File: config.mk
export PLATFORM = sky130hd
export DESIGN_NAME = ex_alu_muldiv
export DESIGN_NICKNAME = d
export VERILOG_FILES = /design/src/rtl/ex_alu_muldiv.sv
export SDC_FILE = /design/constraint.sdc
export NUM_CORES = 2
export LEC_CHECK = 0
export BUFFER_PORTS_ARGS = -buffer_cell sky130_fd_sc_hd__buf_2
export CORE_ASPECT_RATIO = 1.25
export CORE_MARGIN = 5
export CORE_UTILIZATION = 30
export CTS_CLUSTER_SIZE = 24
export DETAILED_ROUTE_END_ITERATION = 10
export PLACE_DENSITY_LB_ADDON = 0.08
export SKIP_CTS_REPAIR_TIMING = 1
export SKIP_LAST_GASP = 1
export SLEW_MARGIN = 25
export SYNTH_ARGS = -nofsm -noshare
export SYNTH_HDL_FRONTEND = slang
export SYNTH_SLANG_ARGS = --single-unit
File: constraint.sdc
create_clock -name CLK -period 6.55 [get_ports CLK]
set_clock_uncertainty 0.1 [all_clocks]
set_input_delay 0.9825 -clock CLK [delete_from_list [all_inputs] [get_ports CLK]]
set_output_delay 0.9825 -clock CLK [all_outputs]
set_load 0.02 [all_outputs]
File: src/rtl/ex_alu_muldiv.sv
// MIPS execute stage: registered single-cycle ALU plus an iterative shift-add multiplier /
// restoring divider that owns the architectural HI/LO pair.
module ex_alu_muldiv #(
   parameter int WIDTH = 32,
   parameter int SHW   = $clog2(WIDTH)
) (
   input  logic             CLK,
   input  logic             RST,
   input  logic             In_valid,
   output logic             In_ready,
   input  logic [31:0]      Ins,
   input  logic [WIDTH-1:0] Rdata1,
   input  logic [WIDTH-1:0] Rdata2,
   input  logic [WIDTH-1:0] Ed,
   output logic [WIDTH-1:0] Result,
   output logic             Out_valid,
   output logic             Ovf,
   output logic             Illegal,
   output logic             Md_busy,
   output logic             Md_done,
   output logic [WIDTH-1:0] Hi,
   output logic [WIDTH-1:0] Lo
);

   localparam int IMW = (WIDTH < 16) ? WIDTH : 16;

   typedef enum logic [1:0] {IDLE, MUL, DIV} state_t;

   state_t state, state_nxt;

   logic [5:0]       op, funct;
   logic [SHW-1:0]   sh_imm, sh_var;
   logic [WIDTH-1:0] zext_imm, opb, sum, diff;
   logic             add_ovf, sub_ovf, slt, sltu;
   logic [WIDTH-1:0] alu_res;
   logic             alu_ovf, alu_ill, wr_hi, wr_lo;
   logic             is_md, is_div, md_signed;
   logic             a_neg, b_neg;
   logic [WIDTH-1:0] a_mag, b_mag;
   logic             accept;
   logic             unused_ins;

   logic [WIDTH:0]     acc;
   logic [WIDTH-1:0]   qr, md_b, md_a;
   logic               neg_q, neg_r, div_zero;
   logic [SHW:0]       cnt;
   logic               iter_done;
   logic [WIDTH:0]     mul_sum, div_rsh, div_diff;
   logic [2*WIDTH-1:0] prod, prod_fix;
   logic [WIDTH-1:0]   q_fix, r_fix;

   assign accept     = In_valid && In_ready;
   assign In_ready   = (state == IDLE);
   assign Md_busy    = (state != IDLE);
   assign unused_ins = ^Ins[25:11];

   // Decode and single-cycle ALU; everything here is registered on the accepting edge.
   always_comb begin
      op       = Ins[31:26];
      funct    = Ins[5:0];
      sh_imm   = SHW'(Ins[10:6]);
      sh_var   = Rdata1[SHW-1:0];
      zext_imm = '0;
      zext_imm[IMW-1:0] = Ed[IMW-1:0];
      opb      = (op == 6'h00) ? Rdata2 : Ed;
      sum      = Rdata1 + opb;
      diff     = Rdata1 - opb;
      add_ovf  = (Rdata1[WIDTH-1] == opb[WIDTH-1]) && (sum[WIDTH-1] != Rdata1[WIDTH-1]);
      sub_ovf  = (Rdata1[WIDTH-1] != opb[WIDTH-1]) && (diff[WIDTH-1] != Rdata1[WIDTH-1]);
      slt      = $signed(Rdata1) < $signed(opb);
      sltu     = Rdata1 < opb;
      alu_res   = '0;
      alu_ovf   = 1'b0;
      alu_ill   = 1'b0;
      wr_hi     = 1'b0;
      wr_lo     = 1'b0;
      is_md     = 1'b0;
      is_div    = 1'b0;
      md_signed = 1'b0;
      if (op == 6'h00) begin
         case (funct)
            6'h00: alu_res = Rdata2 << sh_imm;
            6'h02: alu_res = Rdata2 >> sh_imm;
            6'h03: alu_res = $signed(Rdata2) >>> sh_imm;
            6'h04: alu_res = Rdata2 << sh_var;
            6'h06: alu_res = Rdata2 >> sh_var;
            6'h07: alu_res = $signed(Rdata2) >>> sh_var;
            6'h10: alu_res = Hi;
            6'h11: wr_hi = 1'b1;
            6'h12: alu_res = Lo;
            6'h13: wr_lo = 1'b1;
            6'h18, 6'h19, 6'h1A, 6'h1B: begin
               is_md     = 1'b1;
               is_div    = funct[1];
               md_signed = ~funct[0];
            end
            6'h20: begin alu_res = sum;  alu_ovf = add_ovf; end
            6'h21: alu_res = sum;
            6'h22: begin alu_res = diff; alu_ovf = sub_ovf; end
            6'h23: alu_res = diff;
            6'h24: alu_res = Rdata1 & Rdata2;
            6'h25: alu_res = Rdata1 | Rdata2;
            6'h26: alu_res = Rdata1 ^ Rdata2;
            6'h27: alu_res = ~(Rdata1 | Rdata2);
            6'h2A: alu_res = {{(WIDTH-1){1'b0}}, slt};
            6'h2B: alu_res = {{(WIDTH-1){1'b0}}, sltu};
            default: alu_ill = 1'b1;
         endcase
      end else begin
         case (op)
            6'h08: begin alu_res = sum; alu_ovf = add_ovf; end
            6'h09: alu_res = sum;
            6'h0A: alu_res = {{(WIDTH-1){1'b0}}, slt};
            6'h0B: alu_res = {{(WIDTH-1){1'b0}}, sltu};
            6'h0C: alu_res = Rdata1 & zext_imm;
            6'h0D: alu_res = Rdata1 | zext_imm;
            6'h0E: alu_res = Rdata1 ^ zext_imm;
            6'h0F: begin
               if (WIDTH >= 32) alu_res = zext_imm << 16;
               else             alu_ill = 1'b1;
            end
            default: alu_ill = 1'b1;
         endcase
      end
      a_neg = md_signed & Rdata1[WIDTH-1];
      b_neg = md_signed & Rdata2[WIDTH-1];
      a_mag = a_neg ? -Rdata1 : Rdata1;
      b_mag = b_neg ? -Rdata2 : Rdata2;
   end

   // One iteration step of the shared accumulator, plus the sign fix-up applied on the last cycle.
   always_comb begin
      iter_done = (cnt == (SHW+1)'(WIDTH));
      mul_sum   = acc + (qr[0] ? {1'b0, md_b} : {(WIDTH+1){1'b0}});
      div_rsh   = {acc[WIDTH-1:0], qr[WIDTH-1]};
      div_diff  = div_rsh - {1'b0, md_b};
      prod      = {acc[WIDTH-1:0], qr};
      prod_fix  = neg_q ? -prod : prod;
      q_fix     = neg_q ? -qr : qr;
      r_fix     = neg_r ? -acc[WIDTH-1:0] : acc[WIDTH-1:0];
   end

   always_ff @(posedge CLK) begin
      if (RST) state <= IDLE;
      else     state <= state_nxt;
   end

   always_comb begin
      state_nxt = state;
      case (state)
         IDLE: if (accept && is_md) state_nxt = is_div ? DIV : MUL;
         MUL:  if (iter_done) state_nxt = IDLE;
         DIV:  if (div_zero || iter_done) state_nxt = IDLE;
         default: state_nxt = IDLE;
      endcase
   end

   // Result/flag registers, HI/LO and the iterative mul/div datapath.
   always_ff @(posedge CLK) begin
      if (RST) begin
         Result    <= '0;
         Out_valid <= 1'b0;
         Ovf       <= 1'b0;
         Illegal   <= 1'b0;
         Md_done   <= 1'b0;
         Hi        <= '0;
         Lo        <= '0;
         acc       <= '0;
         qr        <= '0;
         md_b      <= '0;
         md_a      <= '0;
         neg_q     <= 1'b0;
         neg_r     <= 1'b0;
         div_zero  <= 1'b0;
         cnt       <= '0;
      end else begin
         Out_valid <= 1'b0;
         Md_done   <= 1'b0;
         case (state)
            IDLE: begin
               if (accept) begin
                  if (is_md) begin
                     acc      <= '0;
                     qr       <= a_mag;
                     md_b     <= b_mag;
                     md_a     <= Rdata1;
                     neg_q    <= a_neg ^ b_neg;
                     neg_r    <= a_neg;
                     div_zero <= (Rdata2 == '0);
                     cnt      <= '0;
                  end else begin
                     Result    <= alu_res;
                     Ovf       <= alu_ovf;
                     Illegal   <= alu_ill;
                     Out_valid <= 1'b1;
                     if (wr_hi) Hi <= Rdata1;
                     if (wr_lo) Lo <= Rdata1;
                  end
               end
            end
            MUL: begin
               if (iter_done) begin
                  Hi      <= prod_fix[2*WIDTH-1:WIDTH];
                  Lo      <= prod_fix[WIDTH-1:0];
                  Md_done <= 1'b1;
               end else begin
                  acc <= {1'b0, mul_sum[WIDTH:1]};
                  qr  <= {mul_sum[0], qr[WIDTH-1:1]};
                  cnt <= cnt + 1'b1;
               end
            end
            DIV: begin
               if (div_zero) begin
                  Hi      <= md_a;
                  Lo      <= '1;
                  Md_done <= 1'b1;
               end else if (iter_done) begin
                  Hi      <= r_fix;
                  Lo      <= q_fix;
                  Md_done <= 1'b1;
               end else begin
                  if (!div_diff[WIDTH]) begin
                     acc <= div_diff;
                     qr  <= {qr[WIDTH-2:0], 1'b1};
                  end else begin
                     acc <= div_rsh;
                     qr  <= {qr[WIDTH-2:0], 1'b0};
                  end
                  cnt <= cnt + 1'b1;
               end
            end
            default: ;
         endcase
      end
   end

endmodule

==> impl_metrics.yaml <==
cells_and_area:
  drive_gt1_frac: 0.127
  n_fill_cell: 11619
  final_core_util: 0.343
  area_growth_pct: 13.3
  final_nets: 5026
floorplan:
  die_area_um2: 113000
  io-pin-count: 233
  dieHeight_um: 375
  row_count: 133
  coreArea_um2: 105000
  initial_core_util: 0.303
  die_w_um: 302
setup_path:
  crit_path_end_kind: "flop"
  reg2reg_to: "acc[20]"
  rr_worst_depth: 20
  crit_end: "acc[20]"
  cp-startpoint: "qr[31]"
  cp-start-kind: "flop"
  r2r-start: "qr[31]"
  crit_arrival_ns: 5.93
  reg2reg_slack_ns: 1.01
  path_max_fanout: 18
  cp_data_required_time_ns: 6.94
  path_class: "flop to flop"
place:
  pre_cts_slack_ns: 0.644
  portBuffers: 217
  dp_hpwl_um: 162000
  routabilityCongestion: 1.07
clock_tree:
  ctsRootBufferMaster: "clkbuf_16"
  cts_made_buffers: 35
  clock-sinks: 240
  tritoncts: "done"
  clkTransAtPathRegs_ns: 0.06
  clock_latency_ns: 0.61
  clockBufferDepth: 3
  htree_num_levels: 2
routing:
  postRouteWirelength_um: 207000
  first_iter_violations: 3534
  post-route-drc-count: 0
  wl_per_cell_um: 33.9
  vias: 37590
  ant_nets: 0
  drtPass1Iterations: 7
  vias_per_cell: 6.16
synthesis:
  synth-xor-area-share: 0.0678
  synthArstFlopShare: 0
  syn_area_um2: 31900
  yosys_warnings: 0
  synthTopCellsByCount: "nand2_1, nor2_1, a21oi_1"
  ys_top_cells_by_area: "dfxtp_1, ha_1, mux2i_1"
  synth_cell_type_count: 91
  synthCells: 4586
  synth_seq_area_share: 0.151
  yosys.area_share.simple: 0.207
  synth_compound_area_frac: 0.318
  synth_top_family_by_area: "compound AO/OA/AOI/OAI gates"
  synth_fp_nets: 4960
  synth-seq-cells: 240
  yosysTopAreaCell: "dfxtp_1"
  yosysMostFrequentCell: "nand2_1"
  muxShareOfSynthArea: 0.0836
  synth_top_area_frac: 0.151
  synth_fa_ha_area_frac: 0.0962
  synth.avg_cell_area_um2: 6.96
  ys.flop_type: "dfxtp_1"
  synth_edf_count: 0
sta:
  fin_setup_tns_ns: 0
  drv_slew: 0
  max_slew_margin: 0.222
  finalCritPeriodShare: 0.845
  max_slew.worst_pin.slew_ns: 1.17
  setup_slack_ns: 1.01
  grt_setup_unrepaired: "no"
  hold_viol: 0
  holdWs_ns: 0.352
  post-route-min-period_ns: 5.54
  fmax_mhz: 181
  finalSetupViolations: 0
grt:
  grt_overflow: 0
  grtUsageTotal: 0.349
  grt_max_degree: 97
  grt_pass1_wl_um: 284000
  grt_pass1_vias: 35805
  antenna_found_initial: 18
pwr:
  total_power_mw: 5.34
  ir_drop_uv: 147
  leakage_nw: 14.9
  power_density_nw_per_um2: 148
worst_hold_path:
  holdCritPathClass: "flop to flop"
run:
  drv_cap: 0
status:
  status: "completed"
## where the power goes
| part | leakage (nW) | internal (mW) | switching, mW | total (mW) |
|---|---|---|---|---|
| Combinational | 12.4 | 0.511 | 1.24 | 1.76 |
| Sequential | 1.94 | 1.47 | 0.0120 | 1.48 |
| Clock | 0.584 | 1.21 | 0.896 | 2.10 |
| Total | 14.9 | 3.19 | 2.15 | 5.34 |
## layer usage
layer | global-route usage | vias to the layer above | wire length [µm]
li1 | - | 16941 | -
met1 | 0.428 | 18418 | 83400
met3 | 0.0576 | 504 | 13600
met2 | 0.559 | 1723 | 92700
met5 | 0 | - | 23
met4 | 0.233 | 4 | 17400
## cells by family (layout without fill, tap and decap cells)
family / Yosys count / count (layout)
XOR/XNOR: 247 / 247
buffers and inverters: 633 / 723
AO/OA/AOI/OAI: 1536 / 1536
other: 0 / 14
adder cells (fa/ha/maj): 243 / 243
multiplexers: 246 / 246
flip-flops: 240 / 240
AND/OR/NAND/NOR: 1441 / 1441
## stage by stage
stage | cell area [µm²] | cells
CTS | 36100 | 6091
global placement | 34900 | 6030
finish | 36200 | 6107
global route | 36100 | 6095
floorplan | 31900 | 4586
detailed placement | 34900 | 6030
## placed cells by master (no fill, tap or decap), types with 37 or more instances in the layout
cell type and n:
ha_1 236, a21oi_1 369, a221o_1 47, a221oi_1 67, nand2b_1 59, dfxtp_1 238, nor2_1 416, o211ai_1 71
inv_1 234, a21o_1 70, nor3_1 113, o31ai_1 37, a22oi_1 45, nor4_1 51, buf_4 197, o21ai_0 334
xnor2_1 192, mux2i_1 195, nand2_1 496, xor2_1 55, a211oi_1 148, a31oi_1 78, nand3_1 97, buf_2 215
## critical path: stages, from the launching register on
cell and delay [ns]:
dfxtp_1 0.45, inv_1 0.13, ha_1 0.18, inv_1 0.05, fa_1 0.42, a211oi_1 0.36, o21ai_0 0.19, and2_1 0.26
a221o_1 0.44, a221oi_1 0.32, o211ai_1 0.12, o21ai_0 0.22, o21ai_0 0.16, nand3_1 0.11, nand2_1 0.05, ha_1 0.27
buf_4 0.23, nand2_1 0.36, nor2_1 0.67, a222oi_1 0.19, o21ai_0 0.13
## final cells by class
class / instances / area, µm² / area share
clock inverters: 17 / 231 / 0.00640
well taps: 1417 / 1770 / 0.0490
multi-input cells: 3713 / 24800 / 0.686
inverters: 245 / 920 / 0.0254
flip-flops and latches: 240 / 4810 / 0.133
repair buffers: 417 / 2630 / 0.0728
clock buffers: 44 / 960 / 0.0265
diodes: 14 / 35.0 / 0.000969
## flip-flops by register name, summed over array words and instances (netlist names), 2 cells and up
signal  cells
acc        33
cnt         6
state       2
Hi         32
Result     32
md_a       32
Lo         32
md_b       32
qr         32
## worst min path at each step
stage               startpoint       end  slack, ns  depth (start not counted)
finish                md_a[10]  md_a[10]       0.35                          2
global route          md_a[17]  md_a[17]       0.36                          2
CTS                   md_a[21]  md_a[21]       0.35                          2
detailed placement    md_a[23]  md_a[23]       0.34                          2
global placement       md_a[0]   md_a[0]       0.34                          2
floorplan              md_a[4]   md_a[4]       0.33                          2
No activity file was read; power rests on OpenSTA's default activity.
